$ cat src/rtl/alu_seq_pkg.sv
// ---------------------------------------------------------------------------
// alu_seq_pkg
// Shared definitions for the handshaked execute-stage ALU.
//   aluop_e          : 4-bit R-type / M-extension operation code
//   ALU_OP_W         : width of the operation code
//   alu_seq_state_e  : control FSM state encoding
//   is_mext()        : true for the multiply/divide codes (1010..1111)
//   is_divrem()      : true for the divide/remainder codes (1100..1111)
//   is_rem()         : true for REM/REMU
// ---------------------------------------------------------------------------
package alu_seq_pkg;

   localparam int ALU_OP_W = 4;

   typedef enum logic [ALU_OP_W-1:0] {
      ALU_ADD  = 4'b0000,
      ALU_SUB  = 4'b0001,
      ALU_SLL  = 4'b0010,
      ALU_SLT  = 4'b0011,
      ALU_SLTU = 4'b0100,
      ALU_XOR  = 4'b0101,
      ALU_SRL  = 4'b0110,
      ALU_SRA  = 4'b0111,
      ALU_OR   = 4'b1000,
      ALU_AND  = 4'b1001,
      ALU_MUL  = 4'b1010,
      ALU_MULH = 4'b1011,
      ALU_DIV  = 4'b1100,
      ALU_DIVU = 4'b1101,
      ALU_REM  = 4'b1110,
      ALU_REMU = 4'b1111
   } aluop_e;

   typedef enum logic [1:0] {
      ST_IDLE = 2'd0,
      ST_MUL  = 2'd1,
      ST_DIV  = 2'd2,
      ST_DONE = 2'd3
   } alu_seq_state_e;

   function automatic logic is_mext(aluop_e op);
      return op inside {ALU_MUL, ALU_MULH, ALU_DIV, ALU_DIVU, ALU_REM, ALU_REMU};
   endfunction

   function automatic logic is_divrem(aluop_e op);
      return op inside {ALU_DIV, ALU_DIVU, ALU_REM, ALU_REMU};
   endfunction

   function automatic logic is_rem(aluop_e op);
      return op inside {ALU_REM, ALU_REMU};
   endfunction

endpackage

$ cat src/rtl/alu_seq_if.sv
// ---------------------------------------------------------------------------
// alu_seq_if
// Operation/result handshake bundle for alu_seq.
//   in_valid/in_ready   : operation transfer (aluop, opr_a, opr_b)
//   out_valid/out_ready : result transfer (opr_res)
//   busy                : iterative multiply/divide engine occupied
// Modports: master = pipeline side issuing ops, slave = the ALU.
// ---------------------------------------------------------------------------
interface alu_seq_if #(
   parameter int XLEN = 32
);
   import alu_seq_pkg::*;

   logic            in_valid;
   logic            in_ready;
   aluop_e          aluop;
   logic [XLEN-1:0] opr_a;
   logic [XLEN-1:0] opr_b;
   logic            out_valid;
   logic            out_ready;
   logic [XLEN-1:0] opr_res;
   logic            busy;

   modport master (
      output in_valid, aluop, opr_a, opr_b, out_ready,
      input  in_ready, out_valid, opr_res, busy
   );

   modport slave (
      input  in_valid, aluop, opr_a, opr_b, out_ready,
      output in_ready, out_valid, opr_res, busy
   );

endinterface

$ cat src/rtl/alu_seq_muldiv.sv
// ---------------------------------------------------------------------------
// alu_seq_muldiv
// Iterative RV32M engine: radix-2 shift-add multiply and restoring divide,
// one bit per cycle, XLEN cycles per operation. Signed ops run on operand
// magnitudes and the result is negated on the way out.
// Ports:
//   clk, rst_n : clock, asynchronous active-low reset
//   start      : load operands and begin (ignored for special cases upstream)
//   op         : operation code, captured on start
//   a, b       : operands, captured on start
//   done       : high during the final iteration cycle
//   res        : sign-corrected result, valid once the iterations completed
// Only instantiated when ALU_SEQ_MEXT_EN is defined.
// ---------------------------------------------------------------------------
module alu_seq_muldiv
   import alu_seq_pkg::*;
#(
   parameter int XLEN = 32
) (
   input  logic            clk,
   input  logic            rst_n,
   input  logic            start,
   input  aluop_e          op,
   input  logic [XLEN-1:0] a,
   input  logic [XLEN-1:0] b,
   output logic            done,
   output logic [XLEN-1:0] res
);

   localparam int SHW = $clog2(XLEN);
   localparam logic [SHW-1:0] LAST_STEP = SHW'(XLEN - 1);

   // acc holds {product high, multiplier/product low} for multiply and
   // {partial remainder, dividend/quotient} for divide.
   logic [2*XLEN-1:0] acc;
   logic [XLEN-1:0]   operand;
   logic [SHW-1:0]    count;
   logic              active;
   logic              neg_res;
   aluop_e            op_q;

   logic              signed_op;
   logic              a_neg;
   logic              b_neg;
   logic [XLEN-1:0]   a_mag;
   logic [XLEN-1:0]   b_mag;
   logic              neg_load;

   logic [XLEN:0]     mul_sum;
   logic [XLEN:0]     div_cand;
   logic [XLEN-1:0]   div_diff;
   logic [2*XLEN-1:0] step_acc;

   logic [2*XLEN-1:0] acc_fix;
   logic [XLEN-1:0]   rem_fix;

   // Operand conditioning at start: magnitudes for signed ops and the sign
   // the final result must carry (quotient/product: XOR, remainder: dividend).
   always_comb begin
      signed_op = (op == ALU_MULH) || (op == ALU_DIV) || (op == ALU_REM);
      a_neg     = signed_op && a[XLEN-1];
      b_neg     = signed_op && b[XLEN-1];
      a_mag     = a_neg ? -a : a;
      b_mag     = b_neg ? -b : b;
      neg_load  = 1'b0;
      if ((op == ALU_MULH) || (op == ALU_DIV)) begin
         neg_load = a_neg ^ b_neg;
      end else if (op == ALU_REM) begin
         neg_load = a_neg;
      end
   end

   // One iteration of either algorithm. Restoring divide shifts the next
   // dividend bit into the remainder and subtracts the divisor when it fits;
   // the difference always fits XLEN bits because remainder < divisor.
   always_comb begin
      mul_sum  = {1'b0, acc[2*XLEN-1:XLEN]} + (acc[0] ? {1'b0, operand} : '0);
      div_cand = {acc[2*XLEN-1:XLEN], acc[XLEN-1]};
      div_diff = div_cand[XLEN-1:0] - operand;
      step_acc = {mul_sum, acc[XLEN-1:1]};
      if (is_divrem(op_q)) begin
         if (div_cand >= {1'b0, operand}) begin
            step_acc = {div_diff, acc[XLEN-2:0], 1'b1};
         end else begin
            step_acc = {div_cand[XLEN-1:0], acc[XLEN-2:0], 1'b0};
         end
      end
   end

   // Engine registers: load on start, then iterate XLEN times.
   always_ff @(posedge clk or negedge rst_n) begin
      if (!rst_n) begin
         acc     <= '0;
         operand <= '0;
         count   <= '0;
         active  <= 1'b0;
         neg_res <= 1'b0;
         op_q    <= ALU_MUL;
      end else if (start) begin
         acc     <= {{XLEN{1'b0}}, a_mag};
         operand <= b_mag;
         count   <= '0;
         active  <= 1'b1;
         neg_res <= neg_load;
         op_q    <= op;
      end else if (active) begin
         acc   <= step_acc;
         count <= count + 1'b1;
         if (count == LAST_STEP) begin
            active <= 1'b0;
         end
      end
   end

   assign done = active && (count == LAST_STEP);

   // Sign fix-up. The low half of the negated 2*XLEN value equals the
   // negated quotient, so one negator serves MULH and DIV; the remainder
   // needs its own XLEN-bit negation.
   always_comb begin
      acc_fix = neg_res ? -acc : acc;
      rem_fix = neg_res ? -acc[2*XLEN-1:XLEN] : acc[2*XLEN-1:XLEN];
      case (op_q)
         ALU_MULH:          res = acc_fix[2*XLEN-1:XLEN];
         ALU_REM, ALU_REMU: res = rem_fix;
         default:           res = acc_fix[XLEN-1:0];
      endcase
   end

endmodule

$ cat src/rtl/alu_seq.sv
// ---------------------------------------------------------------------------
// alu_seq
// Handshaked execute-stage ALU. Base RV32I R-type ops complete in one cycle
// into a registered result slot; with ALU_SEQ_MEXT_EN defined, RV32M ops run
// on the iterative alu_seq_muldiv engine (XLEN+1 cycles) while divide-by-zero
// and signed-overflow cases resolve in one cycle. Without the macro the
// M-ext codes return 0 in one cycle and busy is tied low.
// Ports:
//   clk   : clock, all state on rising edge
//   rst_n : asynchronous active-low reset
//   bus   : alu_seq_if slave (in_valid/in_ready, aluop, opr_a, opr_b,
//           out_valid/out_ready, opr_res, busy); XLEN must match the
//           interface instance.
// ---------------------------------------------------------------------------
module alu_seq
   import alu_seq_pkg::*;
#(
   parameter int XLEN = 32
) (
   input  logic      clk,
   input  logic      rst_n,
   alu_seq_if.slave  bus
);

   localparam int SHW = $clog2(XLEN);

   logic            out_valid_q;
   logic [XLEN-1:0] res_q;
   logic            out_free;
   logic            in_ready_int;
   logic            accept;
   logic            direct;
   logic [XLEN-1:0] direct_res;
   logic            eng_write;
   logic [XLEN-1:0] eng_res;
   logic [SHW-1:0]  shamt;
   logic [XLEN-1:0] base_res;

   // The result slot can take new data when empty or being drained now;
   // this is what allows one base op per cycle under full throughput.
   assign out_free = !out_valid_q || bus.out_ready;
   assign shamt    = bus.opr_b[SHW-1:0];

   // Single-cycle RV32I R-type datapath; M-ext codes fall through to 0.
   always_comb begin
      case (bus.aluop)
         ALU_ADD:  base_res = bus.opr_a + bus.opr_b;
         ALU_SUB:  base_res = bus.opr_a - bus.opr_b;
         ALU_SLL:  base_res = bus.opr_a << shamt;
         ALU_SLT:  base_res = {{(XLEN-1){1'b0}}, ($signed(bus.opr_a) < $signed(bus.opr_b))};
         ALU_SLTU: base_res = {{(XLEN-1){1'b0}}, (bus.opr_a < bus.opr_b)};
         ALU_XOR:  base_res = bus.opr_a ^ bus.opr_b;
         ALU_SRL:  base_res = bus.opr_a >> shamt;
         ALU_SRA:  base_res = $unsigned($signed(bus.opr_a) >>> shamt);
         ALU_OR:   base_res = bus.opr_a | bus.opr_b;
         ALU_AND:  base_res = bus.opr_a & bus.opr_b;
         default:  base_res = '0;
      endcase
   end

`ifdef ALU_SEQ_MEXT_EN

   localparam logic [1:0] S_IDLE = ST_IDLE;
   localparam logic [1:0] S_MUL  = ST_MUL;
   localparam logic [1:0] S_DIV  = ST_DIV;
   localparam logic [1:0] S_DONE = ST_DONE;

   logic [1:0] state;
   logic       div_zero;
   logic       div_ovf;
   logic       start_eng;
   logic       eng_done;

   // Divide special cases never enter the engine; they take the 1-cycle path.
   assign div_zero = is_divrem(bus.aluop) && (bus.opr_b == '0);
   assign div_ovf  = ((bus.aluop == ALU_DIV) || (bus.aluop == ALU_REM))
                     && (bus.opr_a == {1'b1, {(XLEN-1){1'b0}}})
                     && (bus.opr_b == '1);

   always_comb begin
      direct_res = base_res;
      if (div_zero) begin
         direct_res = is_rem(bus.aluop) ? bus.opr_a : '1;
      end else if (div_ovf) begin
         direct_res = (bus.aluop == ALU_REM) ? '0 : bus.opr_a;
      end
   end

   assign direct       = !is_mext(bus.aluop) || div_zero || div_ovf;
   assign in_ready_int = (state == S_IDLE) && out_free;
   assign accept       = bus.in_valid && in_ready_int;
   assign start_eng    = accept && !direct;
   assign eng_write    = (state == S_DONE) && out_free;

   // Control FSM: launch the engine, wait out its iterations, then hold in
   // DONE until the result slot is free so no engine result is ever lost.
   always_ff @(posedge clk or negedge rst_n) begin
      if (!rst_n) begin
         state <= S_IDLE;
      end else begin
         case (state)
            S_IDLE: begin
               if (start_eng) begin
                  state <= is_divrem(bus.aluop) ? S_DIV : S_MUL;
               end
            end
            S_MUL, S_DIV: begin
               if (eng_done) begin
                  state <= S_DONE;
               end
            end
            default: begin
               if (out_free) begin
                  state <= S_IDLE;
               end
            end
         endcase
      end
   end

   alu_seq_muldiv #(
      .XLEN (XLEN)
   ) u_muldiv (
      .clk   (clk),
      .rst_n (rst_n),
      .start (start_eng),
      .op    (bus.aluop),
      .a     (bus.opr_a),
      .b     (bus.opr_b),
      .done  (eng_done),
      .res   (eng_res)
   );

   assign bus.busy = (state != S_IDLE);

`else

   assign direct_res   = base_res;
   assign direct       = 1'b1;
   assign in_ready_int = out_free;
   assign accept       = bus.in_valid && in_ready_int;
   assign eng_write    = 1'b0;
   assign eng_res      = '0;
   assign bus.busy     = 1'b0;

`endif

   // Result slot: filled by a 1-cycle op at acceptance or by the engine in
   // DONE, emptied when the consumer takes it without a refill.
   always_ff @(posedge clk or negedge rst_n) begin
      if (!rst_n) begin
         out_valid_q <= 1'b0;
         res_q       <= '0;
      end else if (accept && direct) begin
         out_valid_q <= 1'b1;
         res_q       <= direct_res;
      end else if (eng_write) begin
         out_valid_q <= 1'b1;
         res_q       <= eng_res;
      end else if (bus.out_ready) begin
         out_valid_q <= 1'b0;
      end
   end

   assign bus.in_ready  = in_ready_int;
   assign bus.out_valid = out_valid_q;
   assign bus.opr_res   = res_q;

endmodule

$ cat src/flat_wrapper.sv
// flat-port wrapper written by rule: the top's interface ports become plain ports
module alu_seq_flat import alu_seq_pkg::*;
#(
   parameter int XLEN = 32
)
  (clk, rst_n, bus_in_valid, bus_aluop, bus_opr_a, bus_opr_b, bus_out_ready, bus_in_ready, bus_out_valid, bus_opr_res, bus_busy);
  alu_seq_if #(.XLEN(XLEN)) bus_i ();
  input  logic clk;
  input  logic rst_n;
  input wire logic [$bits(bus_i.in_valid)-1:0] bus_in_valid;
  input wire logic [$bits(bus_i.aluop)-1:0] bus_aluop;
  input wire logic [$bits(bus_i.opr_a)-1:0] bus_opr_a;
  input wire logic [$bits(bus_i.opr_b)-1:0] bus_opr_b;
  input wire logic [$bits(bus_i.out_ready)-1:0] bus_out_ready;
  output wire logic [$bits(bus_i.in_ready)-1:0] bus_in_ready;
  output wire logic [$bits(bus_i.out_valid)-1:0] bus_out_valid;
  output wire logic [$bits(bus_i.opr_res)-1:0] bus_opr_res;
  output wire logic [$bits(bus_i.busy)-1:0] bus_busy;
  assign bus_i.in_valid = bus_in_valid;
  assign bus_i.aluop = bus_aluop;
  assign bus_i.opr_a = bus_opr_a;
  assign bus_i.opr_b = bus_opr_b;
  assign bus_i.out_ready = bus_out_ready;
  assign bus_in_ready = bus_i.in_ready;
  assign bus_out_valid = bus_i.out_valid;
  assign bus_opr_res = bus_i.opr_res;
  assign bus_busy = bus_i.busy;
  alu_seq #(.XLEN(XLEN)) u_core (.clk(clk), .rst_n(rst_n), .bus(bus_i));
endmodule
$ cat config.mk
export PLATFORM = sky130hd
export DESIGN_NAME = alu_seq_flat
export DESIGN_NICKNAME = d
export VERILOG_FILES = /design/src/rtl/alu_seq_pkg.sv /design/src/rtl/alu_seq_if.sv /design/src/rtl/alu_seq_muldiv.sv /design/src/rtl/alu_seq.sv /design/src/flat_wrapper.sv
export SDC_FILE = /design/constraint.sdc
export NUM_CORES = 1
export LEC_CHECK = 0
export ABC_CLOCK_PERIOD_IN_PS = 3500
export CAP_MARGIN = 10
export CORE_MARGIN = 2
export CORE_UTILIZATION = 55
export CTS_BUF_LIST = sky130_fd_sc_hd__clkbuf_8
export DETAILED_ROUTE_END_ITERATION = 16
export GPL_TIMING_DRIVEN = 0
export PLACE_DENSITY_LB_ADDON = 0.1
export SYNTH_ARGS = -nofsm -noshare
export SYNTH_HDL_FRONTEND = slang
export SYNTH_SLANG_ARGS = --single-unit
$ cat constraint.sdc
create_clock -name clk -period 3.5 [get_ports clk]
set_input_delay 0.525 -clock clk [delete_from_list [all_inputs] [get_ports clk]]
set_output_delay 0.525 -clock clk [all_outputs]
set_load 0.03 [all_outputs]
==> results of run 1 <==
## sequential cells by signal (all words and copies together) (netlist names)
register / cells
u_core.bus.out_valid: 1
u_core.bus.opr_res: 32
## area by class of cell
class	count	area [sq um]	share of cell area (%)
Buffer	96	543	4.73
Clock buffer	5	68.8	0.599
Inverter	96	373	3.24
Timing Repair Buffer	118	1110	9.70
Tap cell	220	275	2.40
Clock inverter	3	17.5	0.152
Antenna cell	2	5.00	0.0436
Sequential cell	33	826	7.19
Multi-Input combinational cell	1088	8270	72.0
## logic make-up (layout without fill, tap and decap cells)
group / Yosys count / after routing / share of synthesized area, %
muxes: 106 / 106 / 16.1
other: 1 / 3 / 0.0397
DFF: 33 / 33 / 8.75
AOI/OAI and AO/OA: 487 / 487 / 33.5
buffers and inverters: 199 / 318 / 8.63
and+or+nand+nor: 378 / 378 / 18.1
xor gates and xnor gates: 17 / 17 / 1.58
adders and majority gates: 99 / 99 / 13.3
## critical path, delay by kind of cell
kind                   cells  cell delay (ns)
buffers and inverters      4             1.84
AO/OA/AOI/OAI              4             1.42
## layout by cell type, fill, tap and decap left out, types with 9 or more instances in the layout
cell type        netlist  final
a211oi_1              29     19
a211oi_2               0      9
a21o_1                17     17
a21oi_1              136    127
a221oi_1              12     11
a22oi_1               13     11
a31oi_1               17     16
buf_4                  4     22
buf_6                  4      9
clkbuf_1              70     48
clkbuf_2               1     19
clkdlybuf4s50_1        0     73
dfrtp_1               33     33
dlygate4sd2_1          0     16
ha_1                  97     89
inv_1                 93     89
mux2_2                15     15
mux2i_1               56     56
mux4_2                35     35
nand2_1              112    110
nand2b_1              12     12
nand3_1               17     16
nor2_1               144    141
nor3_1                33     28
o211ai_1              29     29
o21ai_0              109    104
o21bai_1              14     14
or3_1                  9      9
xnor2_1               15     11
## layer usage
metal  part of all wire [%]  wire length [um]
met4                    9.2              4520
met5                  0.053                26
met2                     38             18900
met1                     34             16700
met3                     18              9050
## where the power goes
part	switching (mW)	internal (mW)
Sequential	0.0343	0.432
Combinational	1.33	0.732
Clock	0.154	0.137
## worst min path at each step
| stage | startpoint | end | slack [ns] | depth (start not counted) |
|---|---|---|---|---|
| after CTS | u_core.bus.opr_res[15] | u_core.bus.opr_res[15] | 0.49 | 2 |
| final | u_core.bus.opr_res[15] | u_core.bus.opr_res[15] | 0.48 | 2 |
| after floorplan | rst_n | u_core.bus.opr_res[0] | 0.23 | 0 |
| after global placement | u_core.bus.opr_res[19] | u_core.bus.opr_res[19] | 0.46 | 2 |
| after global routing | u_core.bus.opr_res[23] | u_core.bus.opr_res[23] | 0.53 | 2 |
| after detailed placement | u_core.bus.opr_res[15] | u_core.bus.opr_res[15] | 0.47 | 2 |
## metrics by stage
step                total power, mW  worst slack (ns)  util [%]  cells
floorplan                      1.56            0.0261         -   1320
global placement               2.24             -1.87      64.4   1644
detailed placement             2.26             -1.65      64.6   1647
CTS                            2.60           0.00272      66.9   1656
global route                   2.89           -0.0367      68.8   1659
finish                         2.82            -0.129      68.8   1661
## repair_timing
action	CTS	global route
gates resized for setup	121	91
setup buffers	4	7
setup endpoints to repair	32	31
pin swaps	10	18
==> summary.md, run 1 <==
| Metric | Value |
|---|---|
| Status | `finished, violations left` |
| Failing checks | `setup timing` |
| Critical Path Start | `bus_aluop[0]` |
| Drt wl/cell | `slightly below 30 um` |
| Die span in x | `around 130 um` |
| Drt first pass iters | `7` |
| GRT overflow | `0` |
| Final Max Slew Viols | `0` |
| Clock slew at reported path FFs | `0.07 ns` |
| Largest buffer count on any clock path | `2` |
| Die Span Y | `135 um` |
| CTS Hold Bufs | `0` |
| Crit path top cell by count | `clkbuf_2` |
| RD Place Congestion | `roughly 1.1` |
| Endpoints failing setup | `6` |
| Fmax | `approximately 280 MHz` |
| Drt total wl | `49200 um` |
| Met2 usage in global routing | `between 70 and 80%` |
| Crit Path Category | `input pin to flop` |
| Max Cap Viol | `0` |
| Critical Path RT | `roughly 3.7 ns` |
| Worst path max stage delay | `~0.64 ns` |
| Worst EP arrival | `3.80 ns` |
| Endpoints failing hold | `0` |
| CTS Buf Count | `5` |
| CTS root buf | `clkbuf_8` |
| Worst reg-to-reg setup slack | `1.10 ns` |
| Initial antenna violation count | `4` |
| Crit start category | `input pin` |
| Placed Area | `roughly 0.011 sq mm` |
| Fill count | `approximately 1.4k` |
| Period minus WS final | `3.63 ns` |
| LEAKAGE | `roughly 5 nW` |
| Layout cells sized above 1 | `15.0%` |
| Final instance area | `about 0.011 sq mm` |
| Final nets | `between 1.5k and 2k` |
| Met1 usage | `67.1%` |
| CP max stage cell | `a222oi_1` |
| Ys flop type | `dfrtp_1` |
| GRT met3 Usage | `21.0%` |
| CP Capture Type | `flop` |
| Synth top cells by count | `144 x nor2_1, 136 x a21oi_1, 112 x nand2_1` |
| Largest net degree at the start of global routing | `23` |
| CTS tree | `built` |
| Clk_lat worst skew | `around 0.3 ns` |
| Yosys top cell area share | `~13%` |
| Synthesis-to-finish area growth | `21.8%` |
| Num ports | `between 100 and 150` |
| Vias in the first global route | `around 11k` |
| Worst r2r path cells | `7` |
| Hold crit path type | `flop to flop` |
| Residual DRC | `0` |
| Initial detailed-routing violation count | `~2.2k` |
| Slew HR | `between 20% and 30%` |
| RSZ-0062 raised after global routing | `yes` |
| # port buffers | `~100` |
| Synth Register Bits | `33` |
| Register area share after synthesis | `between 8 and 9%` |
| Synth cell types | `79` |
| Ys async rst share | `100%` |
| Crit-path cells | `clkdlybuf4s50_1, clkbuf_2, clkbuf_2, clkbuf_1, o21ai_0, a222oi_1, o221ai_1, a22o_1` |
| Reg-to-reg startpoint | `u_core.bus.out_valid` |
| Clk sinks | `33` |
| Post-synth EDFFs | `0` |
| GRT Util Overall | `between 50 and 60%` |
| Top cells by area, synth | `ha_1 13%, dfrtp_1 8.8%, mux4_2 8.4%` |
| Worst Clk Skew | `just over 0.007 ns` |
| Largest area contributor in the netlist | `ha_1` |
| DRT antenna net count | `0` |
| PwrDens | `around 250 mW/mm^2` |
| CP Max Fanout | `10` |
| Via count | `12.6k` |
| Slew @ Worst Pin | `1.12 ns` |
| Final Hold Slack | `~0.48 ns` |
| Worst r2r dst | `u_core.bus.opr_res[18]` |
| Worst IR Drop VDD | `about 250 uV` |
| Avg Cell Area, Syn | `7.15 sq um` |
| Tcrit/Tclk final | `104%` |
| Initial core utilization | `a little under three fifths` |
| Syn Nets | `1491` |
| Setup TNS | `-0.350 ns` |
| Core area | `between 0.015 and 0.02 sq mm` |
| Post-Synthesis Cell Area | `0.00944 sq mm` |
| First-pass GRT wire length | `between 70000 and 80000 um` |
| Final WS setup | `-0.129 ns` |
| Die area | `approximately 0.018 sq mm` |
| CTS H-tree depth | `2` |
| YS warnings | `0` |
| Critical Path End | `u_core.bus.opr_res[1]` |
| Most utilized layer in the global route result | `met2` |
| Routed vias/inst | `7.58` |
| Site Rows | `between 40 and 50` |
| Syn Inst Count | `1320` |
| Post-DP HPWL | `37800 um` |
| Most frequent cell after synthesis | `nor2_1` |
Note: power is estimated with default switching activity, not from simulation.
==> inputs of run 2 (changes only) <==
--- a/config.mk
+++ b/config.mk
@@ -13,6 +13,7 @@
 export DETAILED_ROUTE_END_ITERATION = 16
 export GPL_TIMING_DRIVEN = 0
 export PLACE_DENSITY_LB_ADDON = 0.1
+export REMOVE_ABC_BUFFERS = 1
 export SYNTH_ARGS = -nofsm -noshare
 export SYNTH_HDL_FRONTEND = slang
 export SYNTH_SLANG_ARGS = --single-unit
==> run 2 against run 1 <==
Compared with the run above:
- the flow now finishes without violations
- die area unchanged
- global-route usage fell by 9.3 points
- core utilization is 1.7 points lower
- fmax rose by 4.0%
- non-clock buffer count is 85 lower
- clock skew is 0.014 ns higher
- critical path type unchanged
- largest power group unchanged
==> summary.md, run 2 (synthesis gave the netlist of run 1 again) <==
| Metric | Value |
|---|---|
| Post-DP HPWL | `approximately 30000 um` |
| Site Rows | `47` |
| Max reg flops | `32` |
| Routed vias/inst | `between 7 and 8` |
| Commonest non-fill, non-tap cell in the layout | `nor2_1` |
| Clk sinks | `33` |
| Final nets | `about 1.5k` |
| Final Hold Slack | `about 0.17 ns` |
| Largest net degree at the start of global routing | `80` |
| Fmax | `~290 MHz` |
| Tcrit/Tclk final | `around 100%` |
| RD Place Congestion | `between 1 and 1.5` |
| DRT antenna net count | `0` |
| GRT met3 Usage | `about an eighth` |
| GRT overflow | `0` |
| Comb power frac | `between 60% and 70%` |
| Via count | `around 11k` |
| Clock slew at reported path FFs | `around 0.11 ns` |
| P_int | `between 1 and 1.5 mW` |
| Endpoints failing hold | `0` |
| Residual DRC | `0` |
| Initial core utilization | `between 50% and 60%` |
| Num ports | `between 100 and 150` |
| Core area | `approximately 0.017 sq mm` |
| Worst IR Drop VDD | `~180 uV` |
| Met1 usage | `60.7%` |
| Slew HR | `34.2%` |
| Synthesis-to-finish area growth | `18.8%` |
| Net Sw Power | `1.38 mW` |
| CTS H-tree depth | `2` |
| Crit start category | `input pin` |
| Status | `finished, final reports clean` |
| Die Span Y | `135 um` |
| Worst Clk Skew | `about 0.021 ns` |
| Drt wl/cell | `25.8 um` |
| Critical Path Start | `bus_opr_b[2]` |
| LEAKAGE | `about 4.7 nW` |
| CTS Buf Count | `5` |
| CP Capture Type | `flop` |
| Most frequent cells in the layout | `141 x nor2_1, 131 x a21oi_1, 109 x nand2_1, 107 x o21ai_0, 88 x inv_1` |
| First-pass GRT wire length | `60600 um` |
| Util after Layout | `around two thirds` |
| # port buffers | `between 100 and 150` |
| Power share of the clock group | `between 10% and 20%` |
| Vias in the first global route | `just over 10k` |
| Clk_lat worst skew | `roughly 0.34 ns` |
| Die span in x | `135 um` |
| Layout cells sized above 1 | `about 14%` |
| GRT Util Overall | `between 40% and 50%` |
| Reg-to-reg startpoint | `u_core.bus.out_valid` |
| Period minus WS final | `between 3 and 4 ns` |
| PwrDens | `between 200 and 250 mW/mm^2` |
| CTS root buf | `clkbuf_8` |
| Critical Path RT | `approximately 3.7 ns` |
| Max Cap Viol | `0` |
| Endpoints failing setup | `0` |
| CTS tree | `built` |
| Initial antenna violation count | `1` |
| Drt total wl | `between 40000 and 50000 um` |
| Met2 usage in global routing | `a little over 60%` |
| Placed insts | `around 1.6k` |
| RSZ-0062 raised after global routing | `yes` |
| Sw frac | `51.2%` |
| CP Max Fanout | `37` |
| CTS Hold Bufs | `0` |
| Worst EP arrival | `about 3.7 ns` |
| Hold crit path type | `input pin to async pin` |
| Initial detailed-routing violation count | `~1.7k` |
| Largest buffer count on any clock path | `2` |
| Sequential power share | `approximately 17%` |
| Crit Path Category | `input pin to flop` |
| Slew @ Worst Pin | `approximately 0.99 ns` |
| Final Max Slew Viols | `0` |
| Most utilized layer in the global route result | `met2` |
| Drt first pass iters | `6` |
| Die area | `between 0.015 and 0.02 sq mm` |
| Fin cells | `approximately 1.6k` |
| Fill count | `approximately 1.5k` |
## run 2: per-layer routing
layer,vias to the layer above,part of all wire [%]
li1,4955,-
met2,884,41
met5,-,0
met3,171,15
met1,5338,39
met4,0,4.7
## run 2: what timing repair did
action,CTS,global route
buffers inserted,9,4
endpoints found under the setup margin,30,23
gates cloned,1,1
pin swaps,7,4
resized for setup,76,65
## run 2: layout make-up
| type | count | area [sq um] | share of cell area, % |
|---|---|---|---|
| diodes | 2 | 5.00 | 0.0446 |
| clock buffers | 7 | 96.3 | 0.859 |
| clock inverters | 1 | 5.00 | 0.0446 |
| inverters | 96 | 387 | 3.45 |
| multi-input cells | 1088 | 8210 | 73.3 |
| flip-flops and latches | 33 | 826 | 7.37 |
| well taps | 220 | 275 | 2.46 |
| repair buffers | 129 | 1400 | 12.5 |
| repair inverters | 1 | 5.00 | 0.0446 |
## run 2: critical path: stages
cell	delay, ns
buf_6	0.20
inv_8	0.12
buf_16	0.20
ha_4	0.34
o21ai_0	0.11
o211ai_1	0.33
nand2_2	0.18
o32ai_4	0.32
a22oi_2	0.23
a2111oi_2	0.38
a211oi_2	0.10
xnor2_1	0.43
a211oi_1	0.15
## run 2: final timing paths
check / to / slack (ns) / cells past startpoint
max: u_core.bus.opr_res[25] / 0.01 / 13
min reg2reg: u_core.bus.opr_res[3] / 0.48 / 2
min in group clk: u_core.bus.opr_res[3] / 0.48 / 2
max in group asynchronous: u_core.bus.opr_res[7] / 2.83 / 2
max reg2reg: u_core.bus.opr_res[24] / 0.49 / 6
min: u_core.bus.opr_res[17] / 0.17 / 1
## run 2: power groups by stage
stage / registers [mW] / logic (mW) / clock network, mW
detailed placement: 0.470 / 1.67 / 0
CTS: 0.462 / 1.72 / 0.387
global route: 0.468 / 1.96 / 0.396
finish: 0.463 / 1.85 / 0.380
global placement: 0.468 / 1.65 / 0
floorplan: 0.569 / 0.907 / 0
## run 2: per-stage QoR
step / TNS (ns) / area [sq um] / worst slack, ns / power [mW]
detailed placement: -43.82 / 10500 / -2.05 / 2.14
global route: -0.0138 / 11200 / -0.0138 / 2.82
floorplan: -5.48 / 8980 / -0.560 / 1.48
global placement: -109.30 / 10300 / -4.13 / 2.12
CTS: -0.00712 / 10900 / -0.00712 / 2.57
finish: 0 / 11200 / 0.0115 / 2.70
==> inputs of run 3 (changes only) <==
--- a/config.mk
+++ b/config.mk
@@ -7,7 +7,6 @@
 export LEC_CHECK = 0
 export ABC_CLOCK_PERIOD_IN_PS = 3500
 export CAP_MARGIN = 10
-export CORE_MARGIN = 2
 export CORE_UTILIZATION = 55
 export CTS_BUF_LIST = sky130_fd_sc_hd__clkbuf_8
 export DETAILED_ROUTE_END_ITERATION = 16
==> run 3 against run 2 <==
Compared with the run above:
- the flow now finishes with violations (setup timing)
- non-clock buffer count grew 13
- fmax shrank 1.1%
- critical path depth is the same
- clock power shrank 3%
- critical path type unchanged
==> summary.md, run 3 (synthesis gave the netlist of run 1 again) <==
| Metric | Value |
|---|---|
| Crit start category | `input pin` |
| Final WS setup | `-0.0270 ns` |
| CTS H-tree depth | `2` |
| Slew @ Worst Pin | `about 1.1 ns` |
| PwrDens | `about 240 mW/mm^2` |
| Final instance area | `approximately 0.011 sq mm` |
| CTS Hold Bufs | `0` |
| Die area | `0.0177 sq mm` |
| Routed vias/inst | `7.33` |
| Tcrit/Tclk final | `101%` |
| CTS root buf | `clkbuf_8` |
| Hold crit path type | `input pin to async pin` |
| Met3 routed WL | `between 6000 and 7000 um` |
| Vias in the first global route | `approximately 10k` |
| Clk sinks | `33` |
| Synthesis-to-finish area growth | `20.0%` |
| Crit Path Category | `input pin to flop` |
| Worst IR Drop VDD | `212 uV` |
| Max Cap Viol | `0` |
| Final Max Slew Viols | `0` |
| Endpoints failing hold | `0` |
| RD Place Congestion | `0.977` |
| Initial antenna violation count | `1` |
| Setup TNS | `-0.0587 ns` |
| Core area | `about 0.017 sq mm` |
| Drt total wl | `roughly 42000 um` |
| Drt wl/cell | `26.5 um` |
| Layout cells sized above 1 | `14.4%` |
| Die Span Y | `around 130 um` |
| Max reg flops | `32` |
| First-pass GRT wire length | `around 62000 um` |
| Fin cells | `between 1.5k and 2k` |
| Commonest non-fill, non-tap cell in the layout | `nor2_1` |
| Slew HR | `between 20% and 30%` |
| Post-DP HPWL | `roughly 30000 um` |
| Residual DRC | `0` |
| Period minus WS final | `~3.5 ns` |
| CP Max Fanout | `40` |
| Failing checks | `setup timing` |
| CTS tree | `built` |
| Worst Clk Skew | `around 0.0037 ns` |
| GRT Util Overall | `approximately 46%` |
| CP Capture Type | `flop` |
| GRT overflow | `0` |
| Largest buffer count on any clock path | `2` |
| Initial core utilization | `between 50 and 60%` |
| Tot Pwr | `approximately 2.7 mW` |
| Highest metal layer with signal wires | `met4` |
| Fill count | `1443` |
| Drt first pass iters | `6` |
| RSZ-0062 raised after global routing | `yes` |
| WL met1 | `16200 um` |
| Fmax | `284 MHz` |
| Setup WS pre-CTS | `-1.71 ns` |
| Footprint of the multi-input gates | `approximately 0.008 sq mm` |
| Worst path max stage delay | `0.39 ns` |
| LEAKAGE | `roughly 4.7 nW` |
| Met2 WL | `about 18000 um` |
| Clk_lat worst skew | `between 0.3 and 0.4 ns` |
| Endpoints failing setup | `3` |
| Final nets | `around 1.5k` |
| Worst EP arrival | `3.75 ns` |
| Via count | `roughly 12k` |
| DRT antenna net count | `0` |
| Largest net degree at the start of global routing | `80` |
| Crit-path cells | `buf_16, inv_4, ha_1, a211oi_1, o211ai_1, nand2_2, o32ai_4, a22oi_2, buf_4, o311ai_4, a221oi_2, xnor2_1, a221o_1` |
| CP max stage cell | `a211oi_1` |
| Die span in x | `about 130 um` |
| Num ports | `approximately 110` |
| Status | `finished, violations left` |
| Critical Path RT | `approximately 3.7 ns` |
| Placed insts | `1551` |
| Placed Area | `0.0105 sq mm` |
| Initial detailed-routing violation count | `between 2k and 2.5k` |
| Worst r2r path cells | `6` |
| CTS Buf Count | `5` |
| Most frequent cells in the layout | `142 x nor2_1, 129 x a21oi_1, 109 x nand2_1, 107 x o21ai_0, 86 x inv_1` |
| Reg area | `a little over 800 sq um` |
| Clock slew at reported path FFs | `about 0.09 ns` |
| Site Rows | `47` |
| # port buffers | `105` |
## run 3: cell count changes in the layout (fill, tap and decap cells not counted), sizes merged
cell	before	now
clkbuf	12	13
diode	2	1
clkinv	2	1
clkdlybuf4s15	1	2
dlygate4sd2	11	9
inv	92	93
buf	30	42
## run 3: final timing paths
path	start	endpoint	slack [ns]
hold reg to reg	u_core.bus.opr_res[5]	u_core.bus.opr_res[5]	0.49
min in group clk	u_core.bus.opr_res[5]	u_core.bus.opr_res[5]	0.49
setup reg to reg	u_core.bus.out_valid	u_core.bus.opr_res[24]	0.62
max in group asynchronous	rst_n	u_core.bus.opr_res[17]	2.86
setup / recovery	bus_opr_b[1]	u_core.bus.opr_res[29]	-0.03
hold / removal	rst_n	u_core.bus.out_valid	0.15
## run 3: per-layer routing
| metal | global-route usage (%) | vias up |
|---|---|---|
| li1 | - | 4993 |
| met1 | 63.2 | 5501 |
| met2 | 66.4 | 1000 |
| met3 | 13.6 | 152 |
| met4 | 16.5 | 0 |
| met5 | 0 | - |
## run 3: critical path: cells and delay by family
kind / cells / cell delay [ns]
AO/OA/AOI/OAI: 7 / 1.90
XOR/XNOR: 1 / 0.12
adder cells (fa/ha/maj): 1 / 0.38
buffers and inverters: 3 / 0.59
AND/OR/NAND/NOR: 1 / 0.20
## run 3: power by group
part	internal [mW]	switching [mW]
clock	0.155	0.215
sequential	0.432	0.0313
combinational	0.736	1.18
## run 3: repair_timing
item,in CTS,in global routing
setup buffers,9,17
gates resized for setup,83,60
cloned,1,2
pin swaps,7,16
endpoints found under the hold margin,0,0
setup endpoints to repair,30,19
## run 3: final cells by class
type | instances | share of cell area [%]
inverters | 96 | 3.48
repair buffers | 142 | 13.2
flip-flops and latches | 33 | 7.29
well taps | 220 | 2.43
diodes | 1 | 0.0221
multi-input cells | 1088 | 72.8
clock inverters | 1 | 0.0331
repair inverters | 1 | 0.0442
clock buffers | 6 | 0.729
## run 3: through the flow
step / hold WS (ns) / utilization (%)
after detailed placement: 0.469 / 63.0
after CTS: 0.165 / 65.6
after global routing: 0.171 / 68.0
after global placement: 0.461 / 61.9
final: 0.154 / 68.0
after floorplan: 0.229 / -
